[src/rtl/cpu_pkg.sv]
// cpu_pkg
// Shared definitions for the multi-cycle controller: default bus widths,
// opcode encodings, the sequencer state enum and the decoded opcode class.
// No ports.
package cpu_pkg;

  localparam int CPU_ADDR_WIDTH = 32;
  localparam int CPU_DATA_WIDTH = 32;

  localparam logic [6:0] OP_REG    = 7'b0110011;
  localparam logic [6:0] OP_IMM    = 7'b0010011;
  localparam logic [6:0] OP_LOAD   = 7'b0000011;
  localparam logic [6:0] OP_STORE  = 7'b0100011;
  localparam logic [6:0] OP_BRANCH = 7'b1100011;
  localparam logic [6:0] OP_HALT   = 7'b1111111;

  typedef enum logic [2:0] {
    S_IDLE,
    S_FETCH,
    S_DECODE,
    S_EXECUTE,
    S_MEM,
    S_WRITEBACK,
    S_HALT,
    S_TRAP
  } state_e;

  // One-hot opcode class; all zero means the opcode is illegal.
  typedef struct packed {
    logic is_reg;
    logic is_imm;
    logic is_load;
    logic is_store;
    logic is_branch;
    logic is_halt;
  } op_class_t;

endpackage

[src/rtl/multicycle_controller_if.sv]
// multicycle_controller_if
// Instruction- and data-memory handshake bundle.
//   imem_req/imem_addr   controller -> imem   fetch request and address
//   imem_ready/imem_rdata imem -> controller  fetched word valid
//   dmem_req/dmem_we     controller -> dmem   data access, store when we=1
//   dmem_ready           dmem -> controller   data access complete
// master: controller side, slave: memory side.
interface multicycle_controller_if
  import cpu_pkg::*;
#(
  parameter int ADDR_WIDTH = CPU_ADDR_WIDTH,
  parameter int DATA_WIDTH = CPU_DATA_WIDTH
);
  logic                  imem_req;
  logic [ADDR_WIDTH-1:0] imem_addr;
  logic                  imem_ready;
  logic [DATA_WIDTH-1:0] imem_rdata;
  logic                  dmem_req;
  logic                  dmem_we;
  logic                  dmem_ready;

  modport master (
    output imem_req, imem_addr, dmem_req, dmem_we,
    input  imem_ready, imem_rdata, dmem_ready
  );

  modport slave (
    input  imem_req, imem_addr, dmem_req, dmem_we,
    output imem_ready, imem_rdata, dmem_ready
  );
endinterface

[src/rtl/multicycle_controller_opcode_decoder.sv]
// opcode_decoder
// Combinational opcode classifier.
//   opcode_i   in   instruction[6:0]
//   class_o    out  one-hot opcode class
//   illegal_o  out  opcode matches no known class
module opcode_decoder
  import cpu_pkg::*;
(
  input  logic [6:0] opcode_i,
  output op_class_t  class_o,
  output logic       illegal_o
);

  always_comb begin
    class_o           = '0;
    class_o.is_reg    = (opcode_i == OP_REG);
    class_o.is_imm    = (opcode_i == OP_IMM);
    class_o.is_load   = (opcode_i == OP_LOAD);
    class_o.is_store  = (opcode_i == OP_STORE);
    class_o.is_branch = (opcode_i == OP_BRANCH);
    class_o.is_halt   = (opcode_i == OP_HALT);
  end

  assign illegal_o = (class_o == '0);

endmodule

[src/rtl/multicycle_controller.sv]
// multicycle_controller
// Multi-cycle sequencer: walks each instruction through fetch, decode,
// execute, memory and writeback; owns PC, instruction register and the
// retired-instruction counter.
//   clock, reset          rising-edge clock, synchronous active-high reset
//   start, boot_addr      leave IDLE and fetch from boot_addr
//   mem                   imem/dmem handshake (master modport)
//   instruction           latched instruction register
//   regfile_read_en/write_en, alu_en   datapath strobes
//   branch_taken/target   ALU branch result, sampled in EXECUTE
//   pc, halted, trap, retired          status
//
// state     | meaning
// S_IDLE    | waiting for start, all strobes low
// S_FETCH   | imem_req until imem_ready, latch instruction
// S_DECODE  | read source registers, classify opcode
// S_EXECUTE | ALU cycle, branches resolve here
// S_MEM     | dmem_req until dmem_ready
// S_WRITEBACK | write rd (unless x0), advance pc
// S_HALT    | HALT executed, frozen until reset
// S_TRAP    | illegal opcode, frozen until reset
module multicycle_controller
  import cpu_pkg::*;
#(
  parameter int ADDR_WIDTH = CPU_ADDR_WIDTH,
  parameter int DATA_WIDTH = CPU_DATA_WIDTH
) (
  input  logic                   clock,
  input  logic                   reset,
  input  logic                   start,
  input  logic [ADDR_WIDTH-1:0]  boot_addr,
  multicycle_controller_if.master mem,
  output logic [DATA_WIDTH-1:0]  instruction,
  output logic                   regfile_read_en,
  output logic                   regfile_write_en,
  output logic                   alu_en,
  input  logic                   branch_taken,
  input  logic [ADDR_WIDTH-1:0]  branch_target,
  output logic [ADDR_WIDTH-1:0]  pc,
  output logic                   halted,
  output logic                   trap,
  output logic [31:0]            retired
);

  state_e                state_q, state_d;
  logic [ADDR_WIDTH-1:0] pc_q, pc_d;
  logic [DATA_WIDTH-1:0] ir_q, ir_d;
  logic [31:0]           retired_q, retired_d;
  op_class_t             op_class;
  logic                  op_illegal;
  logic [ADDR_WIDTH-1:0] pc_next_seq;

  opcode_decoder u_opcode_decoder (
    .opcode_i  (ir_q[6:0]),
    .class_o   (op_class),
    .illegal_o (op_illegal)
  );

  // Wraps modulo 2^ADDR_WIDTH by truncation.
  assign pc_next_seq = pc_q + ADDR_WIDTH'(4);

  always_comb begin
    state_d   = state_q;
    pc_d      = pc_q;
    ir_d      = ir_q;
    retired_d = retired_q;
    case (state_q)
      S_IDLE: begin
        if (start) begin
          pc_d    = boot_addr;
          state_d = S_FETCH;
        end
      end
      S_FETCH: begin
        if (mem.imem_ready) begin
          ir_d    = mem.imem_rdata;
          state_d = S_DECODE;
        end
      end
      S_DECODE: begin
        if (op_illegal)           state_d = S_TRAP;
        else if (op_class.is_halt) state_d = S_HALT;
        else                      state_d = S_EXECUTE;
      end
      S_EXECUTE: begin
        if (op_class.is_reg || op_class.is_imm) begin
          state_d = S_WRITEBACK;
        end else if (op_class.is_load || op_class.is_store) begin
          state_d = S_MEM;
        end else begin
          pc_d      = branch_taken ? branch_target : pc_next_seq;
          retired_d = retired_q + 32'd1;
          state_d   = S_FETCH;
        end
      end
      S_MEM: begin
        if (mem.dmem_ready) begin
          if (op_class.is_store) begin
            pc_d      = pc_next_seq;
            retired_d = retired_q + 32'd1;
            state_d   = S_FETCH;
          end else begin
            state_d = S_WRITEBACK;
          end
        end
      end
      S_WRITEBACK: begin
        pc_d      = pc_next_seq;
        retired_d = retired_q + 32'd1;
        state_d   = S_FETCH;
      end
      S_HALT:  state_d = S_HALT;
      S_TRAP:  state_d = S_TRAP;
      default: state_d = S_IDLE;
    endcase
  end

  always_ff @(posedge clock) begin
    if (reset) begin
      state_q   <= S_IDLE;
      pc_q      <= '0;
      ir_q      <= '0;
      retired_q <= '0;
    end else begin
      state_q   <= state_d;
      pc_q      <= pc_d;
      ir_q      <= ir_d;
      retired_q <= retired_d;
    end
  end

  // Moore outputs: decoded from registered state only.
  assign mem.imem_req     = (state_q == S_FETCH);
  assign mem.imem_addr    = pc_q;
  assign mem.dmem_req     = (state_q == S_MEM);
  assign mem.dmem_we      = (state_q == S_MEM) && op_class.is_store;
  assign regfile_read_en  = (state_q == S_DECODE);
  assign alu_en           = (state_q == S_EXECUTE);
  assign regfile_write_en = (state_q == S_WRITEBACK) && (ir_q[11:7] != 5'd0);
  assign halted           = (state_q == S_HALT);
  assign trap             = (state_q == S_TRAP);
  assign instruction      = ir_q;
  assign pc               = pc_q;
  assign retired          = retired_q;

endmodule

[src/flat_wrapper.sv]
// flat-port wrapper written by rule: the top's interface ports become plain ports
module multicycle_controller_flat import cpu_pkg::*;
#(
  parameter int ADDR_WIDTH = CPU_ADDR_WIDTH,
  parameter int DATA_WIDTH = CPU_DATA_WIDTH
)
  (clock, reset, start, boot_addr, instruction, regfile_read_en, regfile_write_en, alu_en, branch_taken, branch_target, pc, halted, trap, retired, mem_imem_req, mem_imem_addr, mem_dmem_req, mem_dmem_we, mem_imem_ready, mem_imem_rdata, mem_dmem_ready);
  multicycle_controller_if #(.ADDR_WIDTH(ADDR_WIDTH), .DATA_WIDTH(DATA_WIDTH)) mem_i ();
  input  logic clock;
  input  logic reset;
  input  logic start;
  input  logic [ADDR_WIDTH-1:0] boot_addr;
  output logic [DATA_WIDTH-1:0] instruction;
  output logic regfile_read_en;
  output logic regfile_write_en;
  output logic alu_en;
  input  logic branch_taken;
  input  logic [ADDR_WIDTH-1:0] branch_target;
  output logic [ADDR_WIDTH-1:0] pc;
  output logic halted;
  output logic trap;
  output logic [31:0] retired;
  output wire logic [$bits(mem_i.imem_req)-1:0] mem_imem_req;
  output wire logic [$bits(mem_i.imem_addr)-1:0] mem_imem_addr;
  output wire logic [$bits(mem_i.dmem_req)-1:0] mem_dmem_req;
  output wire logic [$bits(mem_i.dmem_we)-1:0] mem_dmem_we;
  input wire logic [$bits(mem_i.imem_ready)-1:0] mem_imem_ready;
  input wire logic [$bits(mem_i.imem_rdata)-1:0] mem_imem_rdata;
  input wire logic [$bits(mem_i.dmem_ready)-1:0] mem_dmem_ready;
  assign mem_imem_req = mem_i.imem_req;
  assign mem_imem_addr = mem_i.imem_addr;
  assign mem_dmem_req = mem_i.dmem_req;
  assign mem_dmem_we = mem_i.dmem_we;
  assign mem_i.imem_ready = mem_imem_ready;
  assign mem_i.imem_rdata = mem_imem_rdata;
  assign mem_i.dmem_ready = mem_dmem_ready;
  multicycle_controller #(.ADDR_WIDTH(ADDR_WIDTH), .DATA_WIDTH(DATA_WIDTH)) u_core (.clock(clock), .reset(reset), .start(start), .boot_addr(boot_addr), .mem(mem_i), .instruction(instruction), .regfile_read_en(regfile_read_en), .regfile_write_en(regfile_write_en), .alu_en(alu_en), .branch_taken(branch_taken), .branch_target(branch_target), .pc(pc), .halted(halted), .trap(trap), .retired(retired));
endmodule
[config.mk]
export PLATFORM = sky130hd
export DESIGN_NAME = multicycle_controller_flat
export DESIGN_NICKNAME = d
export VERILOG_FILES = /design/src/rtl/cpu_pkg.sv /design/src/rtl/multicycle_controller_if.sv /design/src/rtl/multicycle_controller_opcode_decoder.sv /design/src/rtl/multicycle_controller.sv /design/src/flat_wrapper.sv
export SDC_FILE = /design/constraint.sdc
export NUM_CORES = 1
export LEC_CHECK = 0
export CAP_MARGIN = 20
export CORE_AREA = 4 4 119 121
export DETAILED_ROUTE_END_ITERATION = 8
export DIE_AREA = 0 0 123 125
export PLACE_DENSITY = 0.82
export SLEW_MARGIN = 5
export SYNTH_ARGS = -nofsm -noshare
export SYNTH_HDL_FRONTEND = slang
export SYNTH_SLANG_ARGS = --single-unit
[constraint.sdc]
create_clock -name clock -period 3.4 [get_ports clock]
set_clock_uncertainty 0.15 [all_clocks]
set_input_delay 0.68 -clock clock [delete_from_list [all_inputs] [get_ports clock]]
set_output_delay 0.68 -clock clock [all_outputs]
set_load 0.02 [all_outputs]
==> results of run 1 <==
[worst paths after layout]
kind / cells after the start / start / end
setup / recovery: 5 / u_core.state_q[1] / mem_dmem_we
hold / removal: 2 / u_core.instruction[13] / u_core.instruction[13]
setup reg to reg: 6 / u_core.state_q[1] / u_core.retired[20]
hold reg to reg: 2 / u_core.instruction[13] / u_core.instruction[13]
[area by class of cell]
| type | instances | area [µm²] |
|---|---|---|
| Inverter | 26 | 97.6 |
| Multi-Input combinational cell | 505 | 3010 |
| Tap cell | 176 | 220 |
| Timing Repair Buffer | 257 | 2540 |
| Clock buffer | 10 | 229 |
| Sequential cell | 99 | 1980 |
| Clock inverter | 5 | 55.1 |
| Fill cell | 1164 | 4940 |
[cell families after synthesis]
logic type / count (synthesis)
adder cells (fa/ha/maj): 2
flip-flops: 99
buffers and inverters: 112
AO/OA/AOI/OAI: 218
AND/OR/NAND/NOR: 272
multiplexers: 6
XOR/XNOR: 7
[power groups by stage]
stage | clock, mW | sequential [mW] | combinational (mW)
global placement | 0 | 1.48 | 1.43
finish | 1.00 | 1.46 | 1.45
global route | 1.06 | 1.48 | 1.56
detailed placement | 0 | 1.48 | 1.44
CTS | 1.02 | 1.45 | 1.45
floorplan | 0 | 1.55 | 0.758
[synthesized netlist by cell type (2+ instances only)]
master / number
a222oi_1: 4
and3_1: 9
ha_1: 2
a22oi_1: 21
mux2_1: 4
o31a_1: 14
buf_4: 32
o21a_1: 4
dfxtp_1: 99
clkbuf_1: 45
a21o_1: 4
buf_2: 6
inv_1: 26
mux2i_1: 2
a211oi_1: 5
nor3b_1: 3
nand3_1: 32
and4_1: 9
nor4_1: 15
o32ai_1: 14
a21oi_1: 83
a221oi_1: 5
o31ai_1: 9
nor2_1: 34
o21ai_0: 25
xnor2_1: 6
nand2_1: 95
a311oi_1: 2
o211ai_1: 4
or3_1: 8
nor3_1: 10
a31o_2: 5
a31oi_1: 3
buf_1: 3
and2_1: 5
or4_1: 12
a32oi_1: 3
nor2b_1: 8
nand4_1: 20
[stage by stage]
step | instance area [µm²] | utilization, % | hold slack, ns
floorplan | 5530 | - | 0.385
global route | 8140 | 62.2 | 0.318
global placement | 7860 | 60.0 | 0.292
finish | 8140 | 62.2 | 0.305
detailed placement | 7860 | 60.0 | 0.295
CTS | 8140 | 62.2 | 0.305
[registers in the layout, indices dropped and copies added (netlist names)]
| register | count |
|---|---|
| u_core.instruction | 32 |
| u_core.retired | 32 |
| u_core.state_q | 3 |
| u_core.mem.imem_addr | 32 |
[per-layer routing]
layer  vias up  GRT usage [%]
met5         -              0
met4         0           8.21
met3        35           5.06
met2       298           38.8
met1      2898           31.3
li1       2988              -
[worst min-delay path, cell delays in order, from the launching register on]
cell     delay (ns)
dfxtp_1        0.31
nand2_1        0.05
a21oi_1        0.05
==> summary.md, run 1 <==
| Metric | Value |
|---|---|
| Diode count | `0` |
| Power density over the cells | `between 400 and 500 mW/mm²` |
| Post-synth EDFFs | `0` |
| Most used flip-flop cell after synthesis | `dfxtp_1` |
| First drt pass iteration count | `6` |
| Initial antenna violation count | `0` |
| Max stage delay on crit path | `between 0.6 and 0.7 ns` |
| Sw Ratio | `around 35%` |
| Slew @ Worst Pin | `0.846 ns` |
| Largest net degree at the start of global routing | `49` |
| Leading area contributor after synthesis | `dfxtp_1` |
| RSZ-0062 raised after global routing | `false` |
| WL final | `18.8 mm` |
| Synth top area share | `between 30% and 40%` |
| Commonest cells after routing, fill and taps aside | `clkdlybuf4s50_1, dfxtp_1, nand2_1` |
| Setup TNS | `0 ns` |
| Period minus WS final | `3.10 ns` |
| CP Capture Type | `output port` |
| Die Area | `0.0154 mm²` |
| CP Launch Type | `flop` |
| Hold-fix buffers at CTS | `0` |
| Met2 WL | `9.09 mm` |
| Die Y-Extent | `125 µm` |
| Status | `finished, final reports clean` |
| Layout cells sized above 1 | `5.43%` |
| Ys Warns | `0` |
| Max FO, Critical Path | `14` |
| Placed cells | `1,063` |
| Yosys reg bits | `just under 100` |
| Fin crit share | `91.0%` |
| Mean Syn Cell Area | `7.72 µm²` |
| PortBufs | `237` |
| Final Power | `3.91 mW` |
| Initial cell density of the core | `42.2%` |
| Vias per inst | `5.77` |
| Flop pwr share | `37.3%` |
| Max clock buf depth | `2` |
| Synth async-reset ratio | `0%` |
| Max Used Layer | `met4` |
| Post-CTS setup buffer count | `0` |
| Cell count after synthesis | `716` |
| Reg-to-reg slack, setup | `roughly 0.53 ns` |
| Clk_lat worst skew | `between 0.3 and 0.4 ns` |
| Setup CP Type | `reg2out` |
| Sink Count | `99` |
| Max_cap viols | `0` |
| XOR/XNOR share of the synthesized area | `~1.1%` |
| All-Layer GR Usage | `a little under a quarter` |
| Synth top area cells | `dfxtp_1, a21oi_1, nand2_1` |
| Proportion of synthesized area in mux cells | `~1.2%` |
| Crit path max-delay family | `buffers and inverters` |
| DRC | `0` |
| # nets final | `1,002` |
| Final Hold Vio Count | `0` |
| DR vias | `around 6,200` |
| VDD IR max | `roughly 360 µV` |
| Die width | `123 µm` |
| CP bufs+invs | `2` |
| Row Count | `42` |
| Pint | `2.53 mW` |
| Synth Area in Compound Gates | `26.1%` |
| Commonest non-fill, non-tap cell in the layout | `clkdlybuf4s50_1` |
| Met1 WL | `around 7.8 mm` |
| Core box area | `0.0131 mm²` |
| Starting DRT DRC Count | `563` |
| Clock Power Share | `25.6%` |
| Routed len/inst | `between 15 and 20 µm` |
| First-pass GRT wire length | `30.3 mm` |
| Adder-cell share of the synthesized area | `0.453%` |
| CP arrival | `2.27 ns` |
| Met3 WL | `1.47 mm` |
| Syn Nets | `820` |
| Final Instance Count excl. Fillers | `1,078` |
| Root Driver | `clkbuf_16` |
| Cell variety after synth | `65` |
| Layout area overhead | `47.3%` |
| Antenna Nets Post-Route | `0` |
| Post_cts resized | `0` |
| CP Cell Sequence | `nand2b_1 -> buf_4 -> nor2_1 -> and3_1 -> clkdlybuf4s50_1` |
| Static leakage | `2.69 nW` |
| Final setup fails | `0` |
| Hold Crit Class | `reg2reg` |
| H-tree levels | `3` |
| Largest family of logic cells by synthesized area | `compound AO/OA/AOI/OAI gates` |
| RePlAce Congestion | `0.879` |
| Pre-CTS WS | `0.352 ns` |
| Top Ports | `238` |
| Slowest CP cell | `clkdlybuf4s50_1` |
| Net Sw Power | `1.39 mW` |
| Final worst slack | `0.305 ns` |
| DP Wirelength | `13.8 mm` |
| Post-Syn Area | `0.00553 mm²` |
| Clk slew on worst S/H paths | `0.07 ns` |
| Combinational Power Share | `37.1%` |
| Vias in the first global route | `5,974` |
| Slew margin rel. | `43.1%` |
| CP Data Required Time | `2.57 ns` |
| CTS buffer count | `9` |
| CTS tree | `yes` |
| Remaining Overflow, GRT | `0` |
| Synth Area in Simple Gates | `25.4%` |
| Seq/Total Area, Yosys | `35.9%` |
| FMAX | `323 MHz` |
| Slew Limit Fails | `0` |
No activity file was read; power rests on OpenSTA's default activity.
==> run 2: changes to the inputs <==
--- a/config.mk
+++ b/config.mk
@@ -10,7 +10,7 @@
 export DETAILED_ROUTE_END_ITERATION = 8
 export DIE_AREA = 0 0 123 125
 export PLACE_DENSITY = 0.82
-export SLEW_MARGIN = 5
+export SLEW_MARGIN = 25
 export SYNTH_ARGS = -nofsm -noshare
 export SYNTH_HDL_FRONTEND = slang
 export SYNTH_SLANG_ARGS = --single-unit
==> results of run 2 <==
No change in the layout: final DEF, timing and power equal those of run 1.
